### src/rtl/cc_fetch_and_inject_if.sv
// Handshake bundles used by cc_fetch_and_inject.
//   memory_read_iface : word read port. Master drives addr/valid and receives
//                       ready/data; data is returned the cycle after the
//                       valid/ready handshake.
//   channel_iface     : injection channel. Master drives data/valid and
//                       receives ready/latency.
interface memory_read_iface #(
  parameter int ADDR_WIDTH = 11,
  parameter int DATA_WIDTH = 16
);
  logic [ADDR_WIDTH-1:0] addr;
  logic                  valid;
  logic                  ready;
  logic [DATA_WIDTH-1:0] data;

  modport master (output addr, valid, input ready, data);
  modport slave  (input addr, valid, output ready, data);
endinterface

interface channel_iface #(
  parameter int DATA_WIDTH    = 9,
  parameter int LATENCY_WIDTH = 4
);
  logic [DATA_WIDTH-1:0]    data;
  logic                     valid;
  logic                     ready;
  logic [LATENCY_WIDTH-1:0] latency;

  modport master (output data, valid, input ready, latency);
  modport slave  (input data, valid, output ready, latency);
endinterface

### src/rtl/cc_fetch_and_inject.sv
// Coprocessor front end: walks a string in memory one character at a time,
// injects START_PC tagged with character parity into the mesh for each
// character, and waits for the mesh to drain that character before moving on.
// Reports match/no-match on completion.
//
// Ports:
//   clk, rst                  clock, synchronous active-high reset
//   i_start                   one-cycle start pulse (ignored while busy)
//   i_base_addr, i_str_len    word address of character 0, character count
//   memory_cc                 character fetch port (master)
//   override                  PC injection channel (master), latency unused
//   o_cur_cc                  current character
//   o_cur_is_even_character   parity of current index (1 = even)
//   o_enable                  mesh enable
//   i_any_bb_accept           OR of basic-block accepts
//   i_cur_char_done           mesh has drained the current parity
//   o_busy, o_done            run in progress / one-cycle completion pulse
//   o_accepted, o_match_index match result and index of accepting character
//
// state     | meaning
// ----------+-----------------------------------------------------------
// IDLE      | waiting for start
// FETCH     | memory request for the word holding idx
// WAIT_DATA | read data returns; latch word and current character
// INJECT    | offer {parity, START_PC} on the override channel
// EXEC      | mesh running the current character
// DONE      | one-cycle completion pulse
module cc_fetch_and_inject #(
  parameter int                    PC_WIDTH          = 8,
  parameter int                    CHARACTER_WIDTH   = 8,
  parameter int                    MEMORY_WIDTH      = 16,
  parameter int                    MEMORY_ADDR_WIDTH = 11,
  parameter logic [PC_WIDTH-1:0]   START_PC          = '0,
  parameter int                    LEN_WIDTH         = 16
) (
  input  logic                         clk,
  input  logic                         rst,
  input  logic                         i_start,
  input  logic [MEMORY_ADDR_WIDTH-1:0] i_base_addr,
  input  logic [LEN_WIDTH-1:0]         i_str_len,
  memory_read_iface.master             memory_cc,
  channel_iface.master                 override,
  output logic [CHARACTER_WIDTH-1:0]   o_cur_cc,
  output logic                         o_cur_is_even_character,
  output logic                         o_enable,
  input  logic                         i_any_bb_accept,
  input  logic                         i_cur_char_done,
  output logic                         o_busy,
  output logic                         o_done,
  output logic                         o_accepted,
  output logic [LEN_WIDTH-1:0]         o_match_index
);

  localparam int CPW    = MEMORY_WIDTH / CHARACTER_WIDTH;
  localparam int LANE_W = (CPW > 1) ? $clog2(CPW) : 1;

  typedef enum logic [2:0] {
    ST_IDLE, ST_FETCH, ST_WAIT_DATA, ST_INJECT, ST_EXEC, ST_DONE
  } state_t;

  state_t                                  r_state, w_next_state;
  logic [MEMORY_ADDR_WIDTH-1:0]            r_addr;
  logic [LEN_WIDTH-1:0]                    r_idx, r_str_len, r_match_index;
  logic                                    r_parity, r_accepted;
  logic [CPW-1:0][CHARACTER_WIDTH-1:0]     r_word;
  logic [CHARACTER_WIDTH-1:0]              r_cur_cc;

  logic [CPW-1:0][CHARACTER_WIDTH-1:0]     w_mem_lanes;
  logic [LEN_WIDTH-1:0]                    w_next_idx;
  logic [LANE_W-1:0]                       w_cur_lane, w_next_lane;
  logic                                    w_last;

  assign w_mem_lanes = memory_cc.data;
  assign w_next_idx  = r_idx + LEN_WIDTH'(1);
  assign w_cur_lane  = LANE_W'(r_idx % LEN_WIDTH'(CPW));
  assign w_next_lane = LANE_W'(w_next_idx % LEN_WIDTH'(CPW));
  assign w_last      = (r_idx == r_str_len - LEN_WIDTH'(1));

  always_ff @(posedge clk) begin
    if (rst) r_state <= ST_IDLE;
    else     r_state <= w_next_state;
  end

  // Accept is checked before the handshake/done inputs so it wins over both.
  always_comb begin
    w_next_state = r_state;
    unique case (r_state)
      ST_IDLE:      if (i_start) w_next_state = (i_str_len == '0) ? ST_DONE : ST_FETCH;
      ST_FETCH:     if (memory_cc.ready) w_next_state = ST_WAIT_DATA;
      ST_WAIT_DATA: w_next_state = ST_INJECT;
      ST_INJECT: begin
        if (i_any_bb_accept)     w_next_state = ST_DONE;
        else if (override.ready) w_next_state = ST_EXEC;
      end
      ST_EXEC: begin
        if (i_any_bb_accept)       w_next_state = ST_DONE;
        else if (i_cur_char_done) begin
          if (w_last)                    w_next_state = ST_DONE;
          else if (w_next_lane == '0)    w_next_state = ST_FETCH;
          else                           w_next_state = ST_INJECT;
        end
      end
      ST_DONE:      w_next_state = ST_IDLE;
      default:      w_next_state = ST_IDLE;
    endcase
  end

  always_ff @(posedge clk) begin
    if (rst) begin
      r_addr        <= '0;
      r_idx         <= '0;
      r_str_len     <= '0;
      r_parity      <= 1'b1;
      r_word        <= '0;
      r_cur_cc      <= '0;
      r_accepted    <= 1'b0;
      r_match_index <= '0;
    end else begin
      unique case (r_state)
        ST_IDLE: begin
          if (i_start) begin
            r_accepted <= 1'b0;
            r_str_len  <= i_str_len;
            r_addr     <= i_base_addr;
            r_idx      <= '0;
            r_parity   <= 1'b1;
          end
        end
        ST_WAIT_DATA: begin
          r_word   <= memory_cc.data;
          r_cur_cc <= w_mem_lanes[w_cur_lane];
        end
        ST_INJECT: begin
          if (i_any_bb_accept) begin
            r_accepted    <= 1'b1;
            r_match_index <= r_idx;
          end
        end
        ST_EXEC: begin
          if (i_any_bb_accept) begin
            r_accepted    <= 1'b1;
            r_match_index <= r_idx;
          end else if (i_cur_char_done && !w_last) begin
            r_idx    <= w_next_idx;
            r_parity <= ~r_parity;
            // Crossing into a new word fetches it; otherwise the next lane
            // comes straight from the latched word.
            if (w_next_lane == '0) r_addr   <= r_addr + MEMORY_ADDR_WIDTH'(1);
            else                   r_cur_cc <= r_word[w_next_lane];
          end
        end
        default: ;
      endcase
    end
  end

  assign memory_cc.addr          = r_addr;
  assign memory_cc.valid         = (r_state == ST_FETCH);
  assign override.valid          = (r_state == ST_INJECT);
  assign override.data           = {r_parity, START_PC};
  assign o_cur_cc                = r_cur_cc;
  assign o_cur_is_even_character = r_parity;
  assign o_enable                = (r_state == ST_INJECT) || (r_state == ST_EXEC);
  assign o_busy                  = (r_state != ST_IDLE);
  assign o_done                  = (r_state == ST_DONE);
  assign o_accepted              = r_accepted;
  assign o_match_index           = r_match_index;

endmodule
### src/flat_wrapper.sv
// flat-port wrapper written by rule: the top's interface ports become plain ports
module cc_fetch_and_inject_flat 
#(
  parameter int                    PC_WIDTH          = 8,
  parameter int                    CHARACTER_WIDTH   = 8,
  parameter int                    MEMORY_WIDTH      = 16,
  parameter int                    MEMORY_ADDR_WIDTH = 11,
  parameter logic [PC_WIDTH-1:0]   START_PC          = '0,
  parameter int                    LEN_WIDTH         = 16
)
  (clk, rst, i_start, i_base_addr, i_str_len, o_cur_cc, o_cur_is_even_character, o_enable, i_any_bb_accept, i_cur_char_done, o_busy, o_done, o_accepted, o_match_index, memory_cc_addr, memory_cc_valid, memory_cc_ready, memory_cc_data, override_data, override_valid, override_ready, override_latency);
  memory_read_iface memory_cc_i ();
  channel_iface override_i ();
  input  logic clk;
  input  logic rst;
  input  logic i_start;
  input  logic [MEMORY_ADDR_WIDTH-1:0] i_base_addr;
  input  logic [LEN_WIDTH-1:0] i_str_len;
  output logic [CHARACTER_WIDTH-1:0] o_cur_cc;
  output logic o_cur_is_even_character;
  output logic o_enable;
  input  logic i_any_bb_accept;
  input  logic i_cur_char_done;
  output logic o_busy;
  output logic o_done;
  output logic o_accepted;
  output logic [LEN_WIDTH-1:0] o_match_index;
  output wire logic [$bits(memory_cc_i.addr)-1:0] memory_cc_addr;
  output wire logic [$bits(memory_cc_i.valid)-1:0] memory_cc_valid;
  input wire logic [$bits(memory_cc_i.ready)-1:0] memory_cc_ready;
  input wire logic [$bits(memory_cc_i.data)-1:0] memory_cc_data;
  output wire logic [$bits(override_i.data)-1:0] override_data;
  output wire logic [$bits(override_i.valid)-1:0] override_valid;
  input wire logic [$bits(override_i.ready)-1:0] override_ready;
  input wire logic [$bits(override_i.latency)-1:0] override_latency;
  assign memory_cc_addr = memory_cc_i.addr;
  assign memory_cc_valid = memory_cc_i.valid;
  assign memory_cc_i.ready = memory_cc_ready;
  assign memory_cc_i.data = memory_cc_data;
  assign override_data = override_i.data;
  assign override_valid = override_i.valid;
  assign override_i.ready = override_ready;
  assign override_i.latency = override_latency;
  cc_fetch_and_inject #(.PC_WIDTH(PC_WIDTH), .CHARACTER_WIDTH(CHARACTER_WIDTH), .MEMORY_WIDTH(MEMORY_WIDTH), .MEMORY_ADDR_WIDTH(MEMORY_ADDR_WIDTH), .START_PC(START_PC), .LEN_WIDTH(LEN_WIDTH)) u_core (.clk(clk), .rst(rst), .i_start(i_start), .i_base_addr(i_base_addr), .i_str_len(i_str_len), .memory_cc(memory_cc_i), .override(override_i), .o_cur_cc(o_cur_cc), .o_cur_is_even_character(o_cur_is_even_character), .o_enable(o_enable), .i_any_bb_accept(i_any_bb_accept), .i_cur_char_done(i_cur_char_done), .o_busy(o_busy), .o_done(o_done), .o_accepted(o_accepted), .o_match_index(o_match_index));
endmodule
### config.mk
export PLATFORM = sky130hd
export DESIGN_NAME = cc_fetch_and_inject_flat
export DESIGN_NICKNAME = d
export VERILOG_FILES = /design/src/rtl/cc_fetch_and_inject_if.sv /design/src/rtl/cc_fetch_and_inject.sv /design/src/flat_wrapper.sv
export SDC_FILE = /design/constraint.sdc
export NUM_CORES = 1
export LEC_CHECK = 0
export CAP_MARGIN = 25
export CELL_PAD_IN_SITES_DETAIL_PLACEMENT = 1
export CELL_PAD_IN_SITES_GLOBAL_PLACEMENT = 1
export CORE_UTILIZATION = 33
export CTS_CLUSTER_SIZE = 12
export DETAILED_ROUTE_END_ITERATION = 8
export PLACE_DENSITY_LB_ADDON = 0.15
export SLEW_MARGIN = 20
export SYNTH_ARGS = -nofsm -noshare
export SYNTH_HDL_FRONTEND = slang
export SYNTH_SLANG_ARGS = --single-unit
export TNS_END_PERCENT = 50
### constraint.sdc
create_clock -name clk -period 2.8 [get_ports clk]
set_clock_uncertainty 0.1 [all_clocks]
set_input_delay 0.56 -clock clk [delete_from_list [all_inputs] [get_ports clk]]
set_output_delay 0.56 -clock clk [all_outputs]
set_load 0.02 [all_outputs]
## After elaboration in Yosys (flattened, before gate mapping)

Cells that the tools add are included.

- Add/subtract/negate cells: 3
- $mul: 0
- Divide/modulo/power cells: 0
- Order comparisons: 2
- Eq/ne operators: 15
- Shifts and indexed selects: 0
- Muxes and demuxes: 33
- Bitwise logic cells: 1
- Reduce and logical (&&, ||, !) cells: 17

Operators by type and width:

| kind | count |
|---|---|
| $mux 16 | 3 |
| $mux 8 | 6 |
| $mux 11 | 4 |
| $pmux 16 s2 | 1 |
| $mux 3 | 8 |
| $pmux 11 s2 | 1 |
| $add 16x1->16 const B | 1 |
| $eq 16x16->1 | 1 |
| $logic_not 16->1 | 1 |
| $pmux 8 s2 | 1 |
| $sub 16x1->16 const B | 1 |
| $pmux 3 s5 | 1 |
| $reduce_and 4->1 | 3 |
| $add 11x1->11 const B | 1 |
| $ne 2x1->1 const B | 4 |
| $eq 3x2->1 const B | 2 |
| $eq 3x3->1 const B | 2 |
| $ne 2x2->1 const B | 3 |
| $reduce_bool 2->1 | 3 |
| $mux 1 | 5 |
| $reduce_and 5->1 | 1 |
| $lt 1x2->1 const B | 2 |
| $pmux 1 s2 | 2 |
| $reduce_and 2->1 | 2 |
| other kinds (12) | 12 |

- Register bits: 80
- Bits in latches: 0
- RAM bits: 0
- Bits in read-only memories: 0
- Output and inout bits: 51
- Memories: 0

## Longest topological paths before layout

Gate-level depths: netlist of run 1.

- Depth in word-level cells: 7
- Depth in mapped cells: 13
- Depth with buffers taken out: 10

## Worst setup path after synthesis of run 1

OpenSTA, ideal clock, no wires.

- Kind: register to register
- From: reg u_core.r_str_len[0]
- To: reg u_core.r_addr[1] (netlist: u_core.memory_cc.addr[1])
- Setup time: 0.119 ns
- Arrival time: 2.711 ns
- Required time: 2.581 ns
- Path slack: -0.130 ns
- Cell stages (with the launch flop): 13
- Period minus slack after synthesis: 2.930 ns
- Path through: dfxtp_1 > clkbuf_1 > inv_1 > ha_1 > nor4b_4 > nand3_1 > mux2_4 > a211oi_2 > nand4_2 > a31oi_4 > buf_6 > nor2_1 > o221a_1

- Word-level cells in the longest chain between the ends: 6

RTL lines:

| what | RTL line | RTL |
|---|---|---|
| from (decl) | cc_fetch_and_inject.sv:63 | `logic [LEN_WIDTH-1:0] r_idx, r_str_len, r_match_index;` |
| from (signal assigned) | cc_fetch_and_inject.sv:123 | `r_str_len <= i_str_len;` |
| $sub 16x1->16 | cc_fetch_and_inject.sv:77 | `assign w_last = (r_idx == r_str_len - LEN_WIDTH'(1));` |
| $eq 16x16->1 | cc_fetch_and_inject.sv:77 |  |
| $logic_not 1->1 | cc_fetch_and_inject.sv:143 | `end else if (i_cur_char_done && !w_last) begin` |
| $logic_and 1x1->1 | cc_fetch_and_inject.sv:143 |  |
| $ne 2x1->1 (no source line) | n/a |  |
| $reduce_and 5->1 (no source line) | n/a |  |
| to (signal assigned) | cc_fetch_and_inject.sv:124 | `r_addr <= i_base_addr;` |
| to (signal assigned) | cc_fetch_and_inject.sv:148 | `if (w_next_lane == '0) r_addr <= r_addr + MEMORY_ADDR_WIDTH'(1);` |
| to (decl) | cc_fetch_and_inject.sv:62 | `logic [MEMORY_ADDR_WIDTH-1:0] r_addr;` |

No other way between the ends.
A chain may end at the register's enable or synchronous reset.

## Worst setup path in the final report of run 1

- From: reg u_core.r_str_len[2]
- To: reg u_core.r_addr[4] (netlist: u_core.memory_cc.addr[4])

Same word-level chain as after synthesis.

==> impl_metrics.py, run 1 <==
metrics = {
    "outcome": {
        "status": "finished, final reports clean",
    },
    "finish": {
        "area_growth_pct": 38.2,
        "final_common_cell": "nand2_1",
        "multi_input_area_um2": 2690,
        "fill_cells": 1587,
        "layout_common_cells": "nand2_1, clkdlybuf4s50_1, dfxtp_1",
        "ff_latch_area_um2": 1610,
        "final_area_um2": 6140,
        "drive_gt1_share_pct": 15.8,
        "diodes": 0,
        "final_net_count": 731,
    },
    "power": {
        "vdd_ir_drop_max_v": 0.000232,
        "power_density_nw_per_um2": 577,
        "clkPwrFrac_pct": 33.8,
        "finalPower_mw": 3.54,
        "p_seq_share_pct": 36.9,
        "power.leakage_nw": 2.18,
        "combPwrFrac_pct": 29.3,
        "p_int_mw": 2.42,
        "power_switching_mw": 1.13,
        "swShare_pct": 31.8,
    },
    "timing": {
        "grt_setup_unrepaired": "yes",
        "finalCritPeriodShare_pct": 98.8,
        "fmax_mhz": 362,
        "period_minus_slack_ps": 2770,
        "hold_violations": 0,
        "slew_headroom_pct": 54.8,
        "report.final.slew_viol_count": 0,
        "finalSetupViolCount": 0,
        "setup_ws_ps": 34.9,
        "tightest_slew_ps": 677,
    },
    "grt": {
        "grt_max_degree": 59,
        "grt_usage_pct": 20.0,
        "grt-ovfl-total": 0,
        "grt_pass1_vias": 4537,
        "antenna_found_initial": 0,
        "grt_first_pass_wirelength_um": 22400,
    },
    "routing": {
        "first_pass_iters": 4,
        "viasPerCell": 5.23,
        "wl_um": 13900,
        "drcViolationCount": 0,
        "drtIter0Drc": 167,
        "drtAntennaViolNets": 0,
        "wire_per_inst_um": 16.2,
        "via_count": 4470,
    },
    "floorplan": {
        "initial_core_util_pct": 33.7,
        "dieHeight_um": 118,
        "die_x_um": 118,
        "ios": 105,
        "num_rows": 42,
        "coreArea_um2": 13200,
        "fp.dieArea_um2": 13900,
    },
    "worst_hold_path": {
        "min-delay-start": "u_core.o_match_index[7]$_SDFFE_PP0P_",
        "hp-class": "flip-flop to flip-flop",
        "whs_endpoint": "u_core.o_match_index[7]$_SDFFE_PP0P_",
        "min_path_cells": 2,
    },
    "placed_design": {
        "portBuffers": 92,
        "routabilityCongestion": 0.860,
        "post_dp_cell_area_um2": 5600,
        "pre_cts_ws_ps": -116,
        "post-dp-hpwl_um": 9940,
    },
    "clocking": {
        "cts_tree": "built",
        "htree_levels": 3,
        "clk_path_buf_depth": 2,
        "clk_pin_slew_ps": 60,
        "insertion_delay_ps": 340,
        "cts_inserted_buffers": 9,
        "cts-root-buf": "clkbuf_16",
        "cts_sinks": 80,
        "hold_buffers": 0,
    },
    "worst_setup_path": {
        "crit_fanout": 7,
        "cp.required_ps": 2930,
        "worstPathArrival_ps": 2900,
        "ff2ff_path_depth": 9,
        "reg2reg_slack_ps": 30,
        "reg2reg_to": "u_core.memory_cc.addr[4]$_SDFFE_PP0P_",
        "path_class": "flip-flop to flip-flop",
        "crit_path_start_kind": "flip-flop",
        "r2r-start": "u_core.r_str_len[2]$_SDFFE_PP0P_",
        "setup.worst_path.end_class": "flip-flop",
    },
    "run": {
        "cap_violations": 0,
    },
    "yosys": {
        "ys_warn_count": 0,
        "synthTopCellsByArea": "dfxtp_1, nand2_1, a21oi_1, mux2i_1, nor2_1",
        "synth_edf_count": 0,
        "ys_seq_area_share_pct": 36.1,
        "ys.flop_type": "dfxtp_1",
        "syn-instance-count": 573,
        "yosysUniqueCellTypes": 65,
        "avgSynthCellArea_um2": 7.75,
        "yosysTopAreaCellShare_pct": 36.1,
        "synth-seq-cells": 80,
        "async_reset_ff_share_pct": 0,
        "synth_area_um2": 4440,
        "yosysTopAreaCell": "dfxtp_1",
    },
}
-- per-layer routing --
layer / GRT usage (%) / wire length (um)
met5: 0 / 0
met4: 6.09 / 212
met3: 4.51 / 515
met2: 35.8 / 7230
met1: 23.6 / 5920
-- how the worst max path moves through the flow --
stage / startpoint / endpoint / depth (start not counted) / slack [ps]
floorplan: u_core.r_str_len[0]$_SDFFE_PP0P_ / u_core.memory_cc.addr[1]$_SDFFE_PP0P_ / 12 / 30
global placement: u_core.r_str_len[8]$_SDFFE_PP0P_ / u_core.r_idx[10]$_SDFFE_PP0P_ / 9 / 30
detailed placement: u_core.r_str_len[0]$_SDFFE_PP0P_ / u_core.o_cur_cc[2]$_SDFFE_PP0P_ / 11 / -120
CTS: u_core.r_str_len[0]$_SDFFE_PP0P_ / u_core.o_cur_cc[2]$_SDFFE_PP0P_ / 11 / -20
global route: u_core.r_str_len[0]$_SDFFE_PP0P_ / u_core.memory_cc.addr[2]$_SDFFE_PP0P_ / 10 / -100
finish: u_core.r_str_len[2]$_SDFFE_PP0P_ / u_core.memory_cc.addr[4]$_SDFFE_PP0P_ / 9 / 30
-- worst max-delay path, cell delays in order (launching register included) --
cell and delay [ps]:
dfxtp_4 380, or3_4 430, nor2_2 210, nand4_1 140
a311oi_2 380, nand4_4 190, a31oi_4 380, buf_6 190
a21oi_2 40, o221a_1 210
-- power by group through the flow --
| stage | Clock (mW) | Sequential, mW | Combinational [mW] |
|---|---|---|---|
| floorplan | 0 | 1.33 | 0.589 |
| global placement | 0 | 1.32 | 0.899 |
| detailed placement | 0 | 1.33 | 0.925 |
| CTS | 1.23 | 1.30 | 0.935 |
| global route | 1.28 | 1.32 | 1.13 |
| finish | 1.20 | 1.31 | 1.04 |
-- area by class of cell --
type | instances | share of cell area [%]
inverter | 10 | 0.611
clock inverter | 5 | 0.917
tap | 176 | 3.59
timing repair buffer | 133 | 20.8
clock buffer | 11 | 3.95
sequential | 80 | 26.3
multi-input combinational | 440 | 43.9
-- sequential cells by signal (all words and copies together), names as in the netlist, 3 cells and up --
| signal | flops |
|---|---|
| u_core.r_state | 3 |
| u_core.r_str_len | 16 |
| u_core.r_word | 8 |
| u_core.o_match_index | 16 |
| u_core.memory_cc.addr | 11 |
| u_core.o_cur_cc | 8 |
| u_core.r_idx | 16 |
-- metrics by stage --
| stage | utilization, % | std cells | hold WS [ps] | TNS [ps] |
|---|---|---|---|---|
| 2_1_floorplan | - | 580 | 337 | 0 |
| 3_3_place_gp | 42.4 | 833 | 343 | 0 |
| 3_5_place_dp | 42.4 | 833 | 347 | -1000 |
| 4_1_cts | 44.8 | 849 | 356 | -24.1 |
| 5_1_grt | 46.5 | 855 | 373 | -1660 |
| 6_report | 46.5 | 855 | 352 | 0 |
-- what timing repair did --
item                       in CTS  in global routing
cloned                          0                  3
buffers inserted                0                  3
gates resized for setup         5                 42
setup endpoints to repair      29                 37
pin swaps                       0                 18
-- cell usage after synthesis (10+ instances only) --
library cell / count
nor3_1: 13
o21ai_0: 16
clkbuf_1: 28
mux2i_1: 18
nor2_1: 39
nand3_1: 17
nand2_1: 116
dfxtp_1: 80
a21oi_1: 67
xnor2_1: 12
inv_1: 10
-- kinds of logic after synthesis --
family | Yosys count | synth area share [%]
buffers and inverters | 60 | 7.21
AO/OA/AOI/OAI | 141 | 20.3
other | 1 | 0.0844
adder cells (fa/ha/maj) | 3 | 0.845
multiplexers | 19 | 4.40
AND/OR/NAND/NOR | 248 | 27.0
flip-flops | 80 | 36.1
XOR/XNOR | 21 | 4.14
Note: power is estimated with default switching activity, not from simulation.
==> run 2: changes to the inputs <==
--- a/config.mk
+++ b/config.mk
@@ -11,7 +11,7 @@
 export CORE_UTILIZATION = 33
 export CTS_CLUSTER_SIZE = 12
 export DETAILED_ROUTE_END_ITERATION = 8
-export PLACE_DENSITY_LB_ADDON = 0.15
+export PLACE_DENSITY_LB_ADDON = 0.05
 export SLEW_MARGIN = 20
 export SYNTH_ARGS = -nofsm -noshare
 export SYNTH_HDL_FRONTEND = slang
==> run 2 against run 1 <==
Net effect: sequential power barely moved; first-iteration DRC count fell by 16%; largest cell class unchanged; register-to-register slack barely moved; worst setup slack improved by 7.6 ps; clock power rose by 17%; cell area rose by 1.4%; highest routed layer unchanged; critical endpoint is now u_core.r_idx[15]$_SDFFE_PP0P_; die area did not move; cell count rose by 0.58%; total power rose by 6.8%.
==> impl_metrics.py, run 2 (synthesis results as in run 1) <==
metrics = {
    "power": {
        "power_density_nw_per_um2": 608,
        "vdd_ir_drop_max_v": 0.000290,
        "power.leakage_nw": 2.24,
        "finalPower_mw": 3.78,
    },
    "worst_setup_path": {
        "crit_path_start_kind": "flip-flop",
        "worst_path_max_delay_cell": "or4_1",
        "cpLargestDelayFamily": "simple AND/OR/NAND/NOR gates",
        "setup.worst_path.end_class": "flip-flop",
        "cp.required_ps": 2970,
        "cpMostUsedCell": "buf_4",
        "crit_fanout": 26,
        "path_buf_inv": 4,
        "slowest_delay_ps": 500,
        "path_cells": "inv_2 -> ha_4 -> nor4b_4 -> buf_4 -> buf_4 -> a21boi_1 -> o211ai_1 -> nand3_2 -> nand4_4 -> a31oi_4 -> buf_12 -> or4_1 -> a21oi_1",
        "worstPathArrival_ps": 2930,
        "path_class": "flip-flop to flip-flop",
    },
    "clocking": {
        "htree_levels": 3,
        "cts_inserted_buffers": 9,
        "clk_path_buf_depth": 2,
        "insertion_delay_ps": 340,
        "clk_pin_slew_ps": 70,
        "hold_buffers": 0,
        "cts_sinks": 80,
        "cts-root-buf": "clkbuf_16",
        "cts_tree": "built",
    },
    "timing": {
        "slew_headroom_pct": 55.8,
        "tns_ps": 0,
        "tightest_slew_ps": 663,
        "setup_ws_ps": 42.5,
        "grt_setup_unrepaired": "yes",
        "hold_slack_ps": 355,
        "report.final.slew_viol_count": 0,
        "finalCritPeriodShare_pct": 98.5,
        "finalSetupViolCount": 0,
        "hold_violations": 0,
        "period_minus_slack_ps": 2760,
        "fmax_mhz": 363,
    },
    "floorplan": {
        "coreArea_um2": 13200,
        "fp.dieArea_um2": 13900,
        "dieHeight_um": 118,
        "num_rows": 42,
        "initial_core_util_pct": 33.7,
        "ios": 105,
        "die_x_um": 118,
    },
    "routing": {
        "drtIter0Drc": 140,
        "drtAntennaViolNets": 0,
        "first_pass_iters": 4,
        "viasPerCell": 5.18,
        "drcViolationCount": 0,
        "wl_um": 14200,
        "wire_per_inst_um": 16.6,
        "via_count": 4455,
    },
    "finish": {
        "final_net_count": 736,
        "ff_latch_area_um2": 1610,
        "fill_cells": 1610,
        "area_growth_pct": 40.2,
        "multi_input_area_um2": 2700,
        "layout_common_cells": "nand2_1, clkdlybuf4s50_1, dfxtp_1",
        "diodes": 0,
        "final_common_cell": "nand2_1",
        "drive_gt1_share_pct": 16.4,
    },
    "placed_design": {
        "post-dp-hpwl_um": 10200,
        "routabilityCongestion": 0.857,
        "pre_cts_ws_ps": 7.55,
        "portBuffers": 92,
    },
    "grt": {
        "grt-ovfl-total": 0,
        "grt_first_pass_wirelength_um": 23000,
        "grt_pass1_vias": 4748,
        "grt_max_degree": 59,
        "antenna_found_initial": 0,
        "grt_usage_pct": 20.7,
    },
    "worst_hold_path": {
        "hp-class": "flip-flop to flip-flop",
    },
    "run": {
        "cap_violations": 0,
    },
    "outcome": {
        "status": "finished, final reports clean",
    },
}
[run 2: worst min-delay path, stage by stage, from the launching register on]
cell and delay [ps]:
dfxtp_1 310, nand2_1 50, a21oi_1 50
[run 2: final timing paths]
path,from,endpoint,slack (ps),cells after the start
hold reg to reg,u_core.o_match_index[7]$_SDFFE_PP0P_,u_core.o_match_index[7]$_SDFFE_PP0P_,360,2
hold / removal,u_core.o_match_index[7]$_SDFFE_PP0P_,u_core.o_match_index[7]$_SDFFE_PP0P_,360,2
setup reg to reg,u_core.r_str_len[0]$_SDFFE_PP0P_,u_core.r_idx[15]$_SDFFE_PP0P_,40,13
setup / recovery,u_core.r_str_len[0]$_SDFFE_PP0P_,u_core.r_idx[15]$_SDFFE_PP0P_,40,13
[run 2: final cells by class]
type	instances	share of cell area, %
timing repair buffer	138	21.1
clock buffer	11	3.90
sequential	80	25.8
tap	176	3.54
inverter	10	0.603
multi-input combinational	440	43.3
clock inverter	5	1.67
[run 2: report_power, final]
part           switching [mW]  internal (mW)  total (mW)
combinational           0.560          0.524        1.08
sequential             0.0889           1.21        1.30
clock                   0.501          0.897        1.40
total                    1.15           2.63        3.78
[run 2: metrics by stage]
stage / cell area, um2 / util (%) / std cells
floorplan: 4480 / - / 580
global placement: 5620 / 42.6 / 836
detailed placement: 5620 / 42.6 / 836
CTS: 5970 / 45.3 / 852
global route: 6230 / 47.2 / 860
finish: 6230 / 47.2 / 860
[run 2: routing by layer]
layer	global-route usage, %	wire length (um)	vias up
met4	7.53	189	0
met3	4.02	476	15
li1	-	-	2211
met5	0	0	-
met2	37.2	7350	68
met1	24.1	6230	2161
[run 2: timing repair]
item                                    4_1_cts  5_1_grt
resized for setup                             3       47
pin swaps                                     1       20
endpoints found under the setup margin        3       36
gates cloned                                  0        1
buffers inserted                              0        7
==> run 3: changes to the inputs <==
--- a/config.mk
+++ b/config.mk
@@ -8,7 +8,7 @@
 export CAP_MARGIN = 25
 export CELL_PAD_IN_SITES_DETAIL_PLACEMENT = 1
 export CELL_PAD_IN_SITES_GLOBAL_PLACEMENT = 1
-export CORE_UTILIZATION = 33
+export CORE_UTILIZATION = 36
 export CTS_CLUSTER_SIZE = 12
 export DETAILED_ROUTE_END_ITERATION = 8
 export PLACE_DENSITY_LB_ADDON = 0.05
==> constraint.sdc (replaced) <==
create_clock -name clk -period 2.75 [get_ports clk]
set_clock_uncertainty 0.1 [all_clocks]
set_input_delay 0.55 -clock clk [delete_from_list [all_inputs] [get_ports clk]]
set_output_delay 0.55 -clock clk [all_outputs]
set_load 0.02 [all_outputs]
==> run 3 against run 2 <==
Net effect: routed wire length is 1.5% lower; fmax is 0.59% higher; utilization is 4.2 points higher; combinational power hardly changed; clock power is 7% lower; sequential power hardly changed; total power is 1.4% lower; non-clock buffer count is 4 higher; cell area is 0.92% lower.
==> impl_metrics.py, run 3 (synthesis results as in run 1) <==
metrics = {
    "worst_setup_path": {
        "setup.worst_path.end_class": "flip-flop",
        "crit_fanout": 6,
        "cp.required_ps": 2900,
        "worstPathArrival_ps": 2890,
        "path_class": "flip-flop to flip-flop",
        "crit_path_start_kind": "flip-flop",
    },
    "routing": {
        "wl_um": 14000,
        "drtAntennaViolNets": 0,
        "first_pass_iters": 4,
        "viasPerCell": 5.47,
        "wire_per_inst_um": 16.8,
        "via_count": 4565,
        "drtIter0Drc": 139,
        "drcViolationCount": 0,
    },
    "grt": {
        "grt_max_degree": 32,
        "grt_usage_pct": 22.8,
        "grt_pass1_vias": 4626,
        "antenna_found_initial": 0,
        "grt_first_pass_wirelength_um": 22900,
        "grt-ovfl-total": 0,
    },
    "placed_design": {
        "post-dp-hpwl_um": 10200,
        "portBuffers": 92,
        "routabilityCongestion": 0.849,
    },
    "clocking": {
        "insertion_delay_ps": 350,
        "cts_tree": "built",
        "htree_levels": 3,
        "cts-root-buf": "clkbuf_16",
        "clk_pin_slew_ps": 60,
        "cts_sinks": 80,
        "hold_buffers": 0,
        "clk_path_buf_depth": 2,
        "cts_inserted_buffers": 9,
    },
    "floorplan": {
        "die_x_um": 113,
        "initial_core_util_pct": 37.0,
        "dieHeight_um": 113,
        "ios": 105,
        "num_rows": 40,
        "fp.dieArea_um2": 12800,
        "coreArea_um2": 12000,
    },
    "finish": {
        "diodes": 0,
        "area_growth_pct": 38.9,
        "final_net_count": 740,
        "finish.utilization_pct": 51.4,
        "drive_gt1_share_pct": 16.0,
        "layout_common_cells": "nand2_1, clkdlybuf4s50_1, dfxtp_1",
        "final_common_cell": "nand2_1",
    },
    "timing": {
        "finalSetupViolCount": 0,
        "slew_headroom_pct": 58.5,
        "finalCritPeriodShare_pct": 99.7,
        "grt_setup_unrepaired": "yes",
        "period_minus_slack_ps": 2740,
        "fmax_mhz": 365,
        "report.final.slew_viol_count": 0,
        "tightest_slew_ps": 620,
        "hold_violations": 0,
    },
    "power": {
        "power.leakage_nw": 2.24,
        "power_density_nw_per_um2": 604,
        "finalPower_mw": 3.73,
        "vdd_ir_drop_max_v": 0.000360,
    },
    "outcome": {
        "status": "finished, final reports clean",
    },
    "run": {
        "cap_violations": 0,
    },
    "worst_hold_path": {
        "hp-class": "flip-flop to flip-flop",
    },
}
run 3: stage by stage:
stage               hold slack (ps)  std cells  setup TNS (ps)  setup slack, ps  instance area, um2
finish                          356        835               0             8.57                6170
global route                    376        835           -3350             -163                6170
CTS                             357        834               0             4.67                6110
detailed placement              349        812           -2030             -144                5640
global placement                342        812           -29.0            -17.6                5640
floorplan                       337        580               0             9.80                4480
run 3: final cells by class:
class                      instances  area [um2]
clock buffer                      13         250
clock inverter                     3        65.1
fill                            1484        5840
inverter                          10        37.5
multi-input combinational        440        2700
sequential                        80        1610
tap                              147         184
timing repair buffer             142        1330
run 3: final timing paths:
path,startpoint,endpoint,slack (ps),cells past startpoint
min,u_core.o_match_index[10]$_SDFFE_PP0P_,u_core.o_match_index[10]$_SDFFE_PP0P_,360,2
max reg2reg,u_core.r_str_len[1]$_SDFFE_PP0P_,u_core.memory_cc.addr[2]$_SDFFE_PP0P_,9,13
min reg2reg,u_core.o_match_index[10]$_SDFFE_PP0P_,u_core.o_match_index[10]$_SDFFE_PP0P_,360,2
max,u_core.r_str_len[1]$_SDFFE_PP0P_,u_core.memory_cc.addr[2]$_SDFFE_PP0P_,9,13
run 3: layer usage:
layer	up-vias	wire length, um	global-route usage [%]
met5	-	0	0
met4	0	319	9.30
met3	31	569	4.61
met2	90	7050	40.4
met1	2216	6090	27.0
li1	2228	-	-
run 3: timing repair:
item / in CTS / in global routing
gates resized for setup: 24 / 14
setup endpoints to repair: 33 / 38
pin swaps: 9 / 20
buffers inserted: 7 / 2
run 3: power by group:
| group | total (mW) | leakage (nW) | internal [mW] | switching, mW |
|---|---|---|---|---|
| clock network | 1.30 | 0.154 | 0.820 | 0.479 |
| logic | 1.10 | 1.44 | 0.528 | 0.572 |
| registers | 1.33 | 0.652 | 1.23 | 0.0955 |
| total | 3.73 | 2.24 | 2.58 | 1.15 |
run 3: worst max-delay path, stage by stage, from the launching register on:
cell and delay [ps]:
dfxtp_2 320, inv_2 60, ha_4 130, nor4b_4 220, buf_4 200, xnor2_2 110, nand4_1 120, a311oi_2 430
nand4_4 190, a31oi_4 270, buf_12 150, buf_8 100, a21oi_2 30, o211a_1 220
